File: src/rtl/exec_ctrl.sv
// Fetch/execute sequencer driving the 8-bit ALU: fetch over req/ack, one-cycle EXEC, HALT.
// Optional single-step gating of fetches when EXEC_CTRL_STEP_EN is defined (adds the step port).
module exec_ctrl #(
    parameter int              PC_W     = 8,
    parameter logic [PC_W-1:0] RESET_PC = '0
) (
    input  logic            clk,
    input  logic            rst,
    output logic [PC_W-1:0] imem_addr,
    output logic            imem_req,
    input  logic            imem_ack,
    input  logic [11:0]     imem_data,
    output logic [7:0]      alu_a,
    output logic [7:0]      alu_b,
    output logic [3:0]      alu_sel,
    input  logic [7:0]      alu_res,
    input  logic            alu_cout,
    input  logic [7:0]      in_port,
`ifdef EXEC_CTRL_STEP_EN
    input  logic            step,
`endif
    output logic [7:0]      acc,
    output logic            flag_z,
    output logic            flag_c,
    output logic [7:0]      out_port,
    output logic            out_stb,
    output logic            halted
);

    typedef enum logic [1:0] {FETCH, EXEC, HALT} state_t;

    typedef enum logic [3:0] {
        OP_NOP, OP_LDI, OP_IN,  OP_AND, OP_OR,  OP_XOR, OP_NOT, OP_JMP,
        OP_JZ,  OP_JC,  OP_OUT, OP_ADD, OP_NOPC, OP_NOPD, OP_NOPE, OP_HLT
    } op_t;

    state_t          state, state_n;
    logic [PC_W-1:0] pc, pc_n;
    logic [11:0]     ir, ir_n;
    logic [7:0]      acc_n, out_port_n;
    logic            z_n, c_n, stb_n, req_n;
    op_t             op;
    logic [PC_W-1:0] target;

`ifdef EXEC_CTRL_STEP_EN
    logic armed, armed_n;
`endif

    assign op        = op_t'(ir[11:8]);
    assign target    = PC_W'(ir[7:0]);
    assign imem_addr = pc;
    assign alu_a     = acc;
    assign halted    = (state == HALT);

    always_comb begin
        alu_sel = '0;
        alu_b   = '0;
        if (state == EXEC) begin
            alu_sel = ir[11:8];
            alu_b   = (op == OP_IN) ? in_port : ir[7:0];
        end
    end

    always_comb begin
        state_n    = state;
        pc_n       = pc;
        ir_n       = ir;
        acc_n      = acc;
        z_n        = flag_z;
        c_n        = flag_c;
        out_port_n = out_port;
        stb_n      = 1'b0;
        case (state)
            FETCH: begin
                if (imem_req && imem_ack) begin
                    ir_n    = imem_data;
                    state_n = EXEC;
                end
            end
            EXEC: begin
                state_n = FETCH;
                pc_n    = pc + PC_W'(1);
                case (op)
                    OP_LDI, OP_IN, OP_AND, OP_OR, OP_XOR, OP_NOT: begin
                        acc_n = alu_res;
                        z_n   = (alu_res == '0);
                    end
                    OP_ADD: begin
                        acc_n = alu_res;
                        z_n   = (alu_res == '0);
                        c_n   = alu_cout;
                    end
                    OP_JMP: pc_n = target;
                    OP_JZ:  if (flag_z) pc_n = target;
                    OP_JC:  if (flag_c) pc_n = target;
                    OP_OUT: begin
                        out_port_n = acc;
                        stb_n      = 1'b1;
                    end
                    OP_HLT: begin
                        state_n = HALT;
                        pc_n    = pc;
                    end
                    default: ;
                endcase
            end
            default: ;
        endcase

        // req is registered, so it is computed from the state being entered
`ifdef EXEC_CTRL_STEP_EN
        armed_n = armed;
        if (state == FETCH) begin
            if (imem_req && imem_ack) armed_n = 1'b0;
            else if (step)            armed_n = 1'b1;
        end
        req_n = (state_n == FETCH) && armed_n;
`else
        req_n = (state_n == FETCH);
`endif
    end

    always_ff @(posedge clk) begin
        if (rst) begin
            state    <= FETCH;
            pc       <= RESET_PC;
            ir       <= '0;
            acc      <= '0;
            flag_z   <= 1'b0;
            flag_c   <= 1'b0;
            out_port <= '0;
            out_stb  <= 1'b0;
            imem_req <= 1'b0;
`ifdef EXEC_CTRL_STEP_EN
            armed    <= 1'b0;
`endif
        end else begin
            state    <= state_n;
            pc       <= pc_n;
            ir       <= ir_n;
            acc      <= acc_n;
            flag_z   <= z_n;
            flag_c   <= c_n;
            out_port <= out_port_n;
            out_stb  <= stb_n;
            imem_req <= req_n;
`ifdef EXEC_CTRL_STEP_EN
            armed    <= armed_n;
`endif
        end
    end

endmodule

File: config.mk
export PLATFORM = sky130hd
export DESIGN_NAME = exec_ctrl
export DESIGN_NICKNAME = d
export VERILOG_FILES = /design/src/rtl/exec_ctrl.sv
export SDC_FILE = /design/constraint.sdc
export NUM_CORES = 1
export LEC_CHECK = 0
export ABC_AREA = 1
export BUFFER_PORTS_ARGS = -buffer_cell sky130_fd_sc_hd__buf_4
export CELL_PAD_IN_SITES_DETAIL_PLACEMENT = 1
export CELL_PAD_IN_SITES_GLOBAL_PLACEMENT = 1
export CORE_ASPECT_RATIO = 0.5
export CORE_UTILIZATION = 36
export CTS_CLUSTER_DIAMETER = 120
export DETAILED_ROUTE_END_ITERATION = 12
export PLACE_DENSITY = 0.86
export SLEW_MARGIN = 20
export SYNTH_ARGS = -nofsm -noshare
export SYNTH_HDL_FRONTEND = slang
export SYNTH_SLANG_ARGS = --single-unit
File: constraint.sdc
create_clock -name clk -period 3.7 [get_ports clk]
set_clock_uncertainty 0.1 [all_clocks]
set_input_delay 0.185 -clock clk [delete_from_list [all_inputs] [get_ports clk]]
set_output_delay 0.185 -clock clk [all_outputs]
set_load 0.05 [all_outputs]
==> results of run 1 <==
[flip-flops by register name, indices dropped and copies added, names as in the netlist]
name	cells
ir	12
acc	8
imem_addr	8
out_port	8
state	2
flag_c	1
flag_z	1
imem_req	1
out_stb	1
[cells by family (layout without fill, tap and decap cells)]
group / count (synthesis) / after routing / share of synthesized area [%]
flip-flops: 42 / 42 / 39.6
buffers and inverters: 43 / 116 / 9.68
AND/OR/NAND/NOR: 155 / 155 / 33.3
AO/OA/AOI/OAI: 65 / 65 / 15.9
XOR/XNOR: 2 / 2 / 0.826
adder cells (fa/ha/maj): 1 / 1 / 0.590
[synthesized netlist by cell type (all sizes together)]
cell,instances,area [sq um]
o211ai,2,15.0
buf,10,76.3
ha,1,12.5
xnor2,1,8.76
xor2,1,8.76
nand3b,2,15.0
inv,28,110
nor3,2,10.0
nand2,44,168
nor2,87,378
o21ai,45,229
nand3,16,105
clkbuf,5,18.8
nand4,3,25.0
dfxtp,42,841
a21oi,18,93.8
nor4,1,6.26
[metrics by stage]
stage,total power (W),worst slack (ns),instances
floorplan,0.000608,1.80,308
finish,0.00112,1.57,454
CTS,0.00113,1.56,454
global placement,0.000665,2.02,446
global route,0.00116,1.43,454
detailed placement,0.000672,1.91,446
[metal layers]
metal  vias up  track usage [%]
li1       1130                -
met1      1087             24.4
met2        49             42.7
met3         9             4.32
met4         0             6.29
met5         -                0
[power groups by stage]
stage / registers, W / clock network [W] / logic (W)
floorplan: 0.000515 / 0 / 0.0000932
global placement: 0.000497 / 0 / 0.000169
detailed placement: 0.000497 / 0 / 0.000175
CTS: 0.000487 / 0.000464 / 0.000176
global route: 0.000490 / 0.000482 / 0.000190
finish: 0.000487 / 0.000457 / 0.000175
[worst register-to-register path: stages (launching register included)]
cell,delay (ns)
dfxtp_1,0.40
inv_2,0.08
nor2_4,0.25
inv_2,0.14
nor2_4,0.27
inv_4,0.10
a21oi_1,0.13
nand2_1,0.07
a21oi_1,0.12
[final cells by class]
class / instances / area (sq um) / share of cell area (%)
Clock buffer: 5 / 125 / 4.36
Clock inverter: 3 / 23.8 / 0.829
Inverter: 28 / 110 / 3.84
Multi-Input combinational cell: 223 / 1070 / 37.5
Sequential cell: 42 / 841 / 29.3
Tap cell: 73 / 91.3 / 3.19
Timing Repair Buffer: 80 / 601 / 21.0
[worst paths after layout]
| path | startpoint | endpoint | slack, ns | cells past startpoint |
|---|---|---|---|---|
| worst max-delay path | ir[9]$_SDFFE_PP0P_ | alu_b[1] | 1.57 | 7 |
| worst min-delay path | alu_res[0] | acc[0]$_SDFFE_PP0P_ | 0.03 | 3 |
| worst max register to register | state[0]$_SDFF_PP0_ | imem_addr[5]$_SDFFE_PP0P_ | 1.98 | 8 |
| worst min register to register | out_port[3]$_SDFFE_PP0P_ | out_port[3]$_SDFFE_PP0P_ | 0.39 | 2 |
[cell usage in the layout, fill, tap and decap left out, types with 2 or more instances in the layout]
| master | n |
|---|---|
| inv_2 | 8 |
| o21ai_0 | 42 |
| dfxtp_1 | 42 |
| nand2_1 | 43 |
| nand3_2 | 5 |
| nor2_2 | 2 |
| nor2_1 | 80 |
| nand4_1 | 2 |
| a21oi_1 | 17 |
| nor2_4 | 4 |
| inv_1 | 18 |
| inv_4 | 2 |
| nand3b_1 | 2 |
| nand3_1 | 11 |
| o21ai_1 | 2 |
| o211ai_1 | 2 |
| nor3_1 | 2 |
| buf_4 | 80 |
| clkbuf_16 | 5 |
| clkinvlp_4 | 2 |
==> metrics.md, run 1 <==
| Metric | Value |
|---|---|
| WL final | `6.63 mm` |
| Worst path most repeated cell | `nor2_1` |
| Initial antenna violation count | `0` |
| CP delay by family, top | `simple AND/OR/NAND/NOR gates` |
| Largest buffer count on any clock path | `2` |
| Hold Fails Final Rpt | `0` |
| Power Density | `391 nW/um^2` |
| Clock group share of total power | `40.8%` |
| Peak supply drop | `0.204 mV` |
| Worst hold slack | `0.0304 ns` |
| Kind of critical path | `reg2out` |
| Antenna diode count | `0` |
| Top Metal Used | `met4` |
| Comb power frac | `15.7%` |
| Hold-fix buffer count after cts | `0` |
| Max stage delay on crit path | `0.41 ns` |
| Htree depth | `2` |
| Core area | `5590 sq um` |
| GR Overflow Total | `0` |
| WL met3 | `308 um` |
| Initial core utilization | `38.0%` |
| DRT antenna net count | `0` |
| First-pass detailed-route iteration total | `4` |
| DR WL/cell | `14.6 um` |
| Port buffer count | `80` |
| CP required | `3.41 ns` |
| CP startpoint kind | `flop` |
| Post-CTS Setup Bufs | `0` |
| Status | `completed` |
| CP Cell Sequence | `inv_2 > nor2_1 > nand2_1 > inv_1 > nor2_1 > nor2_1 > buf_4` |
| Post-layout util | `51.3%` |
| DR WL met2 | `3.37 mm` |
| Root buffer cell | `clkbuf_16` |
| Slew at the pin closest to its max-slew limit | `0.793 ns` |
| Period utilization | `57.6%` |
| Iter 0 DRT Violations | `81` |
| Syn Nets | `341` |
| Die W | `111 um` |
| Switch Pwr | `0.000337 W` |
| Via count | `2,275` |
| RSZ-0062 raised after global routing | `false` |
| Hpwl dp | `4.94 mm` |
| Resized cells post-CTS | `0` |
| Mapped cell area | `2120 sq um` |
| Final Setup Violations | `0` |
| Crit. End Element | `primary output` |
| Seq cells post-synth | `42` |
| Ys Warns | `0` |
| First-pass GRT wire length | `11.0 mm` |
| CTS tree | `yes` |
| Syn Area/Cell | `6.89 sq um` |
| P_int | `0.000783 W` |
| Switching share of power | `30.1%` |
| Design Area, Final | `2870 sq um` |
| Final Max Tran Viols | `0` |
| CTS buffer count | `5` |
| Sum of negative setup slack | `0 ns` |
| Seq/Total Area, Yosys | `39.6%` |
| Vias in the first global route | `2,404` |
| Maxcap violations | `0` |
| M1 WL | `2.86 mm` |
| Layout overhead on the synthesized area | `35.2%` |
| HP Class | `in2reg` |
| IO Pins | `81` |
| Die area | `6220 sq um` |
| Residual DRC count | `0` |
| GR Util All Layers | `21.9%` |
| Worst skew pair latency | `0.29 ns` |
| Layout cell share with drive strength beyond 1 | `29.9%` |
| Tmin final | `2.13 ns` |
| Worst-path clk slew | `0.07 ns` |
| Final Net Count | `413` |
| Pin count of the biggest net entering global routing | `30` |
| Row count | `19` |
| Slowest CP cell | `dfxtp_1` |
| Mapped Cells | `308` |
| Part of the power in registers | `43.5%` |
| Worst Path Max Fanout | `10` |
| Fmax | `469 MHz` |
| Distinct cells, synth | `30` |
| Vias per Instance | `5.01` |
| Static leakage | `1.31 nW` |
| Crit path DAT | `1.85 ns` |
| Routability Congestion | `0.837` |
| # fillers | `738` |
| Placed Area | `2720 sq um` |
| Clk sink count | `42` |
| Die H | `56.3 um` |
| Buf/Inv on CP | `3` |
| Slew headroom | `47.1%` |
Note: power is estimated with default switching activity, not from simulation.
==> run 2: changes to the inputs <==
ABC_AREA = 0   (was 1)
CORE_UTILIZATION = 34   (was 36)
PLACE_DENSITY = 0.8   (was 0.86)
clock period = 2 ns   (was 3.7 ns; I/O delays follow)
==> run 2 against run 1 <==
  * Synthesized cell count is 18% lower
  * Sequential power grew 80%
  * Combinational power is 35% higher
  * The run now ends with design-rule violations, negative hold slack left
  * Critical path depth is 2 lower
  * Hold slack got worse by 0.037 ns
  * Non-clock buffer count grew 25
  * Global-route usage decreased by 0.26 points
  * Sequential cell count did not move
  * Critical endpoint unchanged
  * First-iteration DRC count fell by 35%
  * Routed wire length is 0.62% lower
  * Critical path type unchanged
  * Power up 83%
==> metrics.md, run 2 <==
| Metric | Value |
|---|---|
| Layout cell share with drive strength beyond 1 | `32.3%` |
| WL met3 | `218 um` |
| Distinct cells, synth | `38` |
| Switching share of power | `24.0%` |
| Iter 0 DRT Violations | `53` |
| Htree depth | `2` |
| Syn Nets | `287` |
| Dominant cells by area after synthesis | `dfxtp_1, mux2i_1, nand2_1` |
| Synth Area in Simple Gates | `25.4%` |
| Period utilization | `94.3%` |
| Die H | `56.8 um` |
| Main synth FF type | `dfxtp_1` |
| Vias per Instance | `5.04` |
| Root buffer cell | `clkbuf_16` |
| Maxcap violations | `0` |
| DR WL met2 | `3.37 mm` |
| Syn Area/Cell | `8.04 sq um` |
| Layout overhead on the synthesized area | `49.1%` |
| Biggest register | `ir` |
| CTS buffer count | `5` |
| Vias in the first global route | `2,240` |
| Die area | `6340 sq um` |
| # fillers | `671` |
| WL final | `6.59 mm` |
| Slew headroom | `60.2%` |
| Mapped Cells | `254` |
| Design Area, Final | `3040 sq um` |
| Slew at the pin closest to its max-slew limit | `0.596 ns` |
| Status | `finished with violations` |
| Comb power frac | `11.6%` |
| Post-synth top area share | `41.2%` |
| Residual DRC count | `2` |
| Antenna diode count | `0` |
| CP required | `1.80 ns` |
| Row count | `19` |
| CP delay by family, top | `simple AND/OR/NAND/NOR gates` |
| Crit path DAT | `1.69 ns` |
| Clk sink count | `42` |
| Worst hold slack | `-0.00648 ns` |
| Post-synth ARST share | `0%` |
| CTS tree | `yes` |
| DR WL/cell | `15.8 um` |
| Kind of critical path | `reg2out` |
| Switch Pwr | `0.000492 W` |
| Ys Warns | `0` |
| IO Pins | `81` |
| Mapped cell area | `2040 sq um` |
| Static leakage | `1.35 nW` |
| First-pass detailed-route iteration total | `9` |
| Crit. End Element | `primary output` |
| Main combinational cell family by area after synthesis | `simple AND/OR/NAND/NOR gates` |
| RSZ-0062 raised after global routing | `false` |
| Die W | `112 um` |
| Leading cell types by count after synthesis | `nand2_1, dfxtp_1, nor2_1` |
| Failing checks | `design-rule violations, negative hold slack` |
| Clock group share of total power | `45.5%` |
| Routability Congestion | `0.828` |
| Worst skew pair latency | `0.28 ns` |
| Initial core utilization | `36.2%` |
| GR Overflow Total | `0` |
| Worst Path Max Fanout | `9` |
| Power Density | `672 nW/um^2` |
| Seq cells post-synth | `42` |
| Placed Area | `2670 sq um` |
| Part of the power in registers | `42.9%` |
| Post-synthesis compound-gate area fraction | `14.2%` |
| HP Class | `in2reg` |
| Post-Synth Adder-Cell Area | `0.613%` |
| Hpwl dp | `4.32 mm` |
| Buf/Inv on CP | `1` |
| Seq/Total Area, Yosys | `41.2%` |
| Peak supply drop | `0.328 mV` |
| Fmax | `530 MHz` |
| CP Cell Sequence | `nor2b_2 > and2_2 > nand2_1 > a21oi_2 > buf_4` |
| Tmin final | `1.89 ns` |
| Top Metal Used | `met4` |
| Sum of negative setup slack | `0 ns` |
| DRT antenna net count | `0` |
| Multiplexer share of the synthesized area | `10.3%` |
| XOR/XNOR share of the synthesized area | `0.429%` |
| Largest buffer count on any clock path | `2` |
| Slowest CP cell | `dfxtp_2` |
| Worst-path clk slew | `0.06 ns` |
| Core area | `5630 sq um` |
| Max stage delay on crit path | `0.41 ns` |
| Final Net Count | `376` |
| P_int | `0.00155 W` |
| EDFF count, synth | `0` |
| Count leader, synth | `nand2_1` |
| Most frequent cells in the layout | `buf_4, nand2_1, dfxtp_1` |
| Hold Fails Final Rpt | `1` |
| GR Util All Layers | `21.6%` |
| Synth area leader | `dfxtp_1` |
| Final Setup Violations | `0` |
| Final Max Tran Viols | `0` |
| Initial antenna violation count | `0` |
| Pin count of the biggest net entering global routing | `44` |
| Via count | `2,103` |
| Port buffer count | `80` |
| First-pass GRT wire length | `10.8 mm` |
| CP startpoint kind | `flop` |
| Max reg flops | `12` |
| M1 WL | `2.92 mm` |
| Most common cell after layout, fill and taps aside | `buf_4` |
==> run 2: changes by cell type in the layout (fill, tap and decap cells not counted), sizes merged, moves of 4 or more <==
cell / change
a21oi: +10
and2: +5
buf: +5
dlygate4sd3: +20
inv: -21
mux2i: +21
nand2: +6
nand2b: +4
nand3: -10
nor2: -56
o21ai: -44
o32ai: +4
==> run 2: worst paths after layout <==
kind                               endpoint  slack [ns]                start  cells after the start
hold reg to reg          ir[3]$_SDFFE_PP0P_        0.38   ir[3]$_SDFFE_PP0P_                      2
setup reg to reg  imem_addr[1]$_SDFFE_PP0P_        0.20  ir[11]$_SDFFE_PP0P_                      4
setup / recovery                   alu_b[1]        0.11   ir[9]$_SDFFE_PP0P_                      5
hold / removal          ir[10]$_SDFFE_PP0P_      -0.006        imem_data[10]                      3
==> run 2: repair_timing <==
item	4_1_cts	5_1_grt
hold buffers	20	0
gates resized for setup	1	4
hold endpoints to repair	20	0
buffers inserted	0	0
setup endpoints to repair	8	9
==> run 2: per-stage QoR <==
| step | util (%) | setup slack (ns) | power (W) | instances |
|---|---|---|---|---|
| final | 54.0 | 0.114 | 0.00205 | 417 |
| after global routing | 54.0 | 0.0591 | 0.00211 | 417 |
| after CTS | 53.9 | 0.00608 | 0.00206 | 417 |
| after detailed placement | 47.3 | 0.136 | 0.00110 | 389 |
| after global placement | 47.3 | 0.264 | 0.00109 | 389 |
| after floorplan | - | 0.163 | 0.00101 | 254 |
==> run 2: metal layers <==
metal / up-vias / GRT usage [%]
li1: 1033 / -
met1: 1018 / 25.8
met2: 45 / 40.4
met3: 7 / 3.78
met4: 0 / 5.79
met5: - / 0
==> run 2: worst min-delay path, cell delays in order <==
cell and delay [ns]:
buf_4 0.11, nand2_1 0.06, a21oi_1 0.06
==> run 2: area by class of cell <==
class	instances	area [sq um]	share of cell area (%)
flip-flops and latches	42	842	27.7
clock buffers	5	125	4.11
multi-input cells	182	1080	35.4
repair buffers	105	838	27.5
inverters	7	26.3	0.863
well taps	73	91.3	3.00
clock inverters	3	43.8	1.44
==> run 2: power groups by stage <==
stage	sequential, W	clock, W	combinational [W]
floorplan	0.000905	0	0.000103
global placement	0.000893	0	0.000196
detailed placement	0.000895	0	0.000201
CTS	0.000876	0.000945	0.000234
global route	0.000880	0.000974	0.000257
finish	0.000877	0.000931	0.000237
==> run 2: logic make-up (layout without fill, tap and decap cells) <==
kind of cell / after synthesis / after routing
mux: 21 / 21
fa+ha+maj: 1 / 1
xor+xnor: 1 / 1
flops: 42 / 42
buf+inv: 30 / 120
simple gates: 114 / 114
compound gates: 45 / 45
